[src/rtl/red_pitaya_pwm.sv]
// ---------------------------------------------------------------------------
// red_pitaya_pwm
//
// Turns a 24-bit slow-DAC configuration word into a 1-bit PWM stream for
// the RC reconstruction filter. The upper byte sets a base duty V.
// The lower 16 bits select, per sub-period of a 16-sub-period frame,
// whether that sub-period gets one extra high clock. This dithering yields
// 12-bit effective resolution.
//
// The configuration is shadowed and only reloaded on the last clock of a
// frame. A change on cfg_i therefore never glitches the current frame.
//
// Parameters:
//   FULL     sub-period length in clocks (2..255); cnt runs 0..FULL-1
//
// Ports:
//   clk_i    clock
//   rstn_i   asynchronous active-low reset
//   cfg_i    configuration word: [23:16] base duty V, [15:0] dither pattern P
//   pwm_o    registered PWM output
//   frame_o  one-clock pulse in the cycle the shadow configuration is reloaded
//   cfg_q_o  active shadow configuration (readback/debug)
// ---------------------------------------------------------------------------
module red_pitaya_pwm #(
    parameter int unsigned FULL = 255
) (
    input  logic        clk_i,
    input  logic        rstn_i,
    input  logic [23:0] cfg_i,
    output logic        pwm_o,
    output logic        frame_o,
    output logic [23:0] cfg_q_o
);

    localparam logic [7:0] CntMax = 8'(FULL - 1);

    logic [7:0]  cnt_q, cnt_d;
    logic [3:0]  bcnt_q, bcnt_d;
    logic [23:0] cfg_q, cfg_d;
    logic        pwm_q, pwm_d;
    logic        frame_q, frame_d;

    logic        cnt_wrap;
    logic        frame_end;
    logic [8:0]  duty;

    always_comb begin
        cnt_wrap  = (cnt_q == CntMax);
        frame_end = cnt_wrap && (bcnt_q == 4'hF);

        // 9-bit sum so V=255 plus a dither bit does not wrap back to a low duty
        duty = {1'b0, cfg_q[23:16]} + {8'd0, cfg_q[bcnt_q]};

        cnt_d   = cnt_wrap ? 8'd0 : cnt_q + 8'd1;
        bcnt_d  = cnt_wrap ? bcnt_q + 4'd1 : bcnt_q;
        cfg_d   = frame_end ? cfg_i : cfg_q;
        pwm_d   = ({1'b0, cnt_q} < duty);
        frame_d = frame_end;
    end

    always_ff @(posedge clk_i or negedge rstn_i) begin
        if (!rstn_i) begin
            cnt_q   <= 8'd0;
            bcnt_q  <= 4'd0;
            cfg_q   <= 24'h0;
            pwm_q   <= 1'b0;
            frame_q <= 1'b0;
        end else begin
            cnt_q   <= cnt_d;
            bcnt_q  <= bcnt_d;
            cfg_q   <= cfg_d;
            pwm_q   <= pwm_d;
            frame_q <= frame_d;
        end
    end

    assign pwm_o   = pwm_q;
    assign frame_o = frame_q;
    assign cfg_q_o = cfg_q;

endmodule

[config.mk]
export PLATFORM = sky130hd
export DESIGN_NAME = red_pitaya_pwm
export DESIGN_NICKNAME = d
export VERILOG_FILES = /design/src/rtl/red_pitaya_pwm.sv
export SDC_FILE = /design/constraint.sdc
export NUM_CORES = 1
export LEC_CHECK = 0
export BUFFER_PORTS_ARGS = -buffer_cell sky130_fd_sc_hd__buf_4
export CORE_ASPECT_RATIO = 1.25
export CORE_MARGIN = 10
export CORE_UTILIZATION = 40
export DETAILED_ROUTE_END_ITERATION = 8
export PLACE_DENSITY = 0.61
export SYNTH_ARGS = -nofsm -noshare
export SYNTH_HDL_FRONTEND = slang
export SYNTH_SLANG_ARGS = --single-unit
[constraint.sdc]
create_clock -name clk_i -period 3.9 [get_ports clk_i]
set_input_delay 0.195 -clock clk_i [delete_from_list [all_inputs] [get_ports clk_i]]
set_output_delay 0.195 -clock clk_i [all_outputs]
set_load 0.01 [all_outputs]
Word-level counts from Yosys, hierarchy flattened
Index checks and enable logic that the tools add are counted.

Register bits: 38. Bits of input ports: 26. Logic and storage cells: 16.

$add $sub $neg: 3. Order comparisons: 2. Equality and inequality tests: 2. Multiplexer cells: 3. Reductions and logical operators: 1.

Operators with widths (number): adder 8 x 1 -> 9 bit (1); < comparator 8 x 9 -> 1 bit (1); adder 8 x 1 -> 8 bit (second input constant) (1); equality test 8 bit (second input constant) (1); 2-to-1 mux 8 bit (1); < comparator 4 x 6 -> 1 bit (second input constant) (1); adder 4 x 1 -> 4 bit (second input constant) (1); binary-select mux 1 bit (select 4 bit) (1); equality test 4 bit (second input constant) (1); logical AND 1 bit (1); 2-to-1 mux 1 bit (1).

Depth between registers and ports, before layout
Depth in word-level cells: 4. Mapped depth: 13.

Least setup slack after synthesis
No wires, ideal clock.

Path type: register -> register. Start point: register bcnt_q[0]. End point: register pwm_q (netlist: pwm_o). Setup time: 0.083 ns. Arrival: 3.297 ns. Path slack: 0.520 ns. Stages on the path, launching flop included: 14. Path buffers: 1. Clock period less this slack: 3.380 ns. Cells stage by stage: dfrtp_1 clkbuf_1 mux4_2 mux4_2 ha_1 ha_1 nand3_1 nor2_1 xnor2_1 ha_1 a21o_1 a2111oi_0 a311oi_1 o21ai_0.

Word-level cells in the longest chain between the ends: 4.

Ends and longest elaborated chain: from (decl) (RTL line 38) `logic [3:0] bcnt_q, bcnt_d;`; from (signal assigned) (RTL line 70) `bcnt_q <= bcnt_d;`; binary-select mux 1 bit (select 4 bit) (RTL line 52) `duty = {1'b0, cfg_q[23:16]} + {8'd0, cfg_q[bcnt_q]};`; 2-to-1 mux 1 bit (implied by the code) (RTL line 52); adder 8 x 1 -> 9 bit (RTL line 52); < comparator 8 x 9 -> 1 bit (RTL line 57) `pwm_d = ({1'b0, cnt_q} < duty);`; net pwm_d (RTL line 40) `logic pwm_q, pwm_d;`; to (signal assigned) (RTL line 72) `pwm_q <= pwm_d;`; to (decl) (RTL line 40).

The timed path passes the listed nets, and every way through them passes these cells. The select of a mux whose other input is x is not followed. A chain may end at the register's enable or synchronous reset.

Worst setup path after layout
Same ends and word-level chain as after synthesis.

==> impl_metrics.toml <==
[outcome]
status = "complete, no violations"

[clocking]
clock-sinks = 38
clk_latency_ns = 0.28
cts_setup_buffers = 0
htree_levels = 2
postCtsResizedCells = 0
clock-root-buffer = "clkbuf_8"
cts_made_buffers = 5
cts.reportedPaths.clkPinSlew_ns = 0.07
cts.path.max_buffers = 2
cts_tree = "done"

[floorplanning]
io_pins = 52
die_h_um = 99.5
rows = 28
die-area_um2 = 8320
core-area_um2 = 4830
start_util = 0.418
die_w_um = 83.6

[sta]
min_period_ns = 3.46
fin_crit_sh = 0.888
maxSlewViolCount = 0
setup_viol = 0
fmax_mhz = 289
tns_ns = 0
max_slew.worst_pin.slew_ns = 0.485
holdWs_ns = 0.139
finClkSkew_ns = 0.00550
timing.slew.headroom = 0.677
rsz0062_at_grt = "no"
hold_violations = 0

[critical_path]
cp.arrival_ns = 3.67
startpoint = "bcnt_q[0]$_DFFE_PN0N_"
path_max_fanout = 7
required_ns = 4.11
r2r_cells = 12
worstSetupPathType = "flop to flop"
timing.rr.start = "bcnt_q[0]$_DFFE_PN0N_"
startpoint_type = "flop"
worst_setup_path_end_kind = "flop"

[route]
wl_per_cell_um = 17.2
vias = 1348
vias_per_cell = 5.25
drtPass1Iterations = 4
drtIter0Drc = 34
final_antenna_net_count = 0
totalWireLength_um = 4410
drcViolationCount = 0

[cells_and_area]
final_util = 0.516
postLayoutCellArea_um2 = 2500
area_growth_pct = 23.4
antenna_cells = 0
final_cell_count_no_fill = 257
nNetsFinal = 237
drive_gt1_frac = 0.452

[global_route]
grtUsageTotal = 0.106
first_global_vias = 1548
grt_antenna_before_repair = 0
grt_max_degree = 39
grt_pass1_wl_um = 7360
grt_overflow_total = 0

[logic_synthesis]
synthCells = 146
yosys_register_bits = 38
ys_types = 30
synth.avg_cell_area_um2 = 13.9
yosysWarnings = 0
syn-num-nets = 185
ys_seq_area_frac = 0.470
synth_area_um2 = 2020

[placed_design]
portBuffers = 51
dp_hpwl_um = 3460
placed_cell_area_um2 = 2400
place.gp.congestion = 0.748
dp.cells = 250

[power]
powerDensity_nw_per_um2 = 274
peakVddDrop_mv = 0.174
internal-power_uw = 547
clkPwrFrac = 0.383
power_frac_seq = 0.576
p_sw_frac = 0.200
total_leakage_power_uw = 0.00123
comb_power_share = 0.041
p_sw_uw = 137

[hold_path]
hp-start = "cfg_i[20]"
holdPathStages = 2
hp-class = "primary input to flop"

[run]
maxCapViolCount = 0
## cells by family (layout without fill, tap and decap cells)
logic type               after synthesis  count (layout)  share of synthesized area
adder cells (fa/ha/maj)               13              13                     0.0804
AND/OR/NAND/NOR                       26              26                     0.0680
multiplexers                          30              30                      0.230
XOR/XNOR                              12              12                     0.0519
buffers and inverters                  9              60                     0.0421
flip-flops                            38              38                      0.470
AO/OA/AOI/OAI                         18              18                     0.0575
## path summary, 6_finish.rpt
| kind | to | slack, ns |
|---|---|---|
| min in group asynchronous | cnt_q[4]$_DFF_PN0_ | 0.42 |
| max in group asynchronous | frame_o$_DFF_PN0_ | 3.14 |
| hold / removal | cfg_q_o[20]$_DFFE_PN0P_ | 0.14 |
| setup / recovery | pwm_o$_DFF_PN0_ | 0.44 |
| setup reg to reg | pwm_o$_DFF_PN0_ | 0.44 |
| hold reg to reg | cnt_q[0]$_DFF_PN0_ | 0.50 |
## stage by stage
stage	total power (uW)	setup slack [ns]
floorplan	402	0.520
global placement	428	0.565
detailed placement	429	0.433
CTS	694	0.424
global route	708	0.197
finish	683	0.438
## power by group through the flow
stage                     clock, uW  sequential, uW  combinational (uW)
after floorplan                   0             402               0.502
after global routing            283             394                30.7
final                           262             394                27.7
after global placement            0             401                26.7
after CTS                       271             394                28.7
after detailed placement          0             401                27.8
## worst max-delay path, cell delays in order (launching register included)
cell and delay [ns]:
dfrtp_1 0.55, mux4_2 0.55, mux4_2 0.49, ha_1 0.20, ha_1 0.20, nand3_1 0.12, nor2_1 0.08, xnor2_1 0.12
ha_1 0.29, a21o_1 0.20, a2111oi_0 0.43, a311oi_1 0.08, o21ai_0 0.09
## Yosys cell counts
master	number	area share
buf_12	2	0.020
and3_1	1	0.0031
clkbuf_1	3	0.0056
nor2_1	7	0.013
a2111oi_0	1	0.0043
nand3_1	5	0.012
mux2_4	19	0.14
o31ai_1	2	0.0074
nand2_1	6	0.011
and4_4	2	0.011
a211oi_1	2	0.0074
o21ai_0	7	0.017
a21oi_1	2	0.0049
o211ai_1	1	0.0037
and2b_1	1	0.0037
dfrtp_1	38	0.47
inv_1	2	0.0037
xnor2_1	6	0.026
buf_8	1	0.0074
buf_6	1	0.0056
a21o_1	1	0.0037
ha_1	13	0.080
and4_1	1	0.0043
xor2_1	6	0.026
nand4_1	2	0.0062
nand2b_1	1	0.0031
a311oi_1	1	0.0043
mux2_2	6	0.033
mux4_2	5	0.056
o2bb2ai_1	1	0.0043
## placed cells by master (no fill, tap or decap), types with 5 or more instances in the layout
cell type / count
buf_4: 51
dfrtp_1: 38
mux2_4: 19
ha_1: 13
o21ai_0: 7
nor2_1: 7
nand2_1: 6
xor2_1: 6
xnor2_1: 6
mux2_2: 6
clkbuf_8: 6
nand3_1: 5
mux4_2: 5
## routing by layer
layer	up-vias	global-route usage	part of all wire
met5	-	0	0
met4	0	0.0374	0.0077
met3	4	0.0490	0.076
met2	43	0.178	0.50
met1	664	0.117	0.41
li1	637	-	-
## area by class of cell
cell class / count / area, um^2
Tap cell: 60 / 75.1
Sequential cell: 38 / 951
Fill cell: 461 / 2340
Multi-Input combinational cell: 99 / 987
Inverter: 2 / 7.51
Timing Repair Buffer: 52 / 393
Clock buffer: 6 / 82.6
## registers in the layout, indices dropped and copies added (netlist names)
name	cells
cnt_q	8
frame_o	1
cfg_q_o	24
bcnt_q	4
pwm_o	1
## what timing repair did
action                                  4_1_cts  5_1_grt
endpoints found under the hold margin        38        0
hold buffers                                  1        0
endpoints found under the setup margin        0        0
No activity file was read; power rests on OpenSTA's default activity.
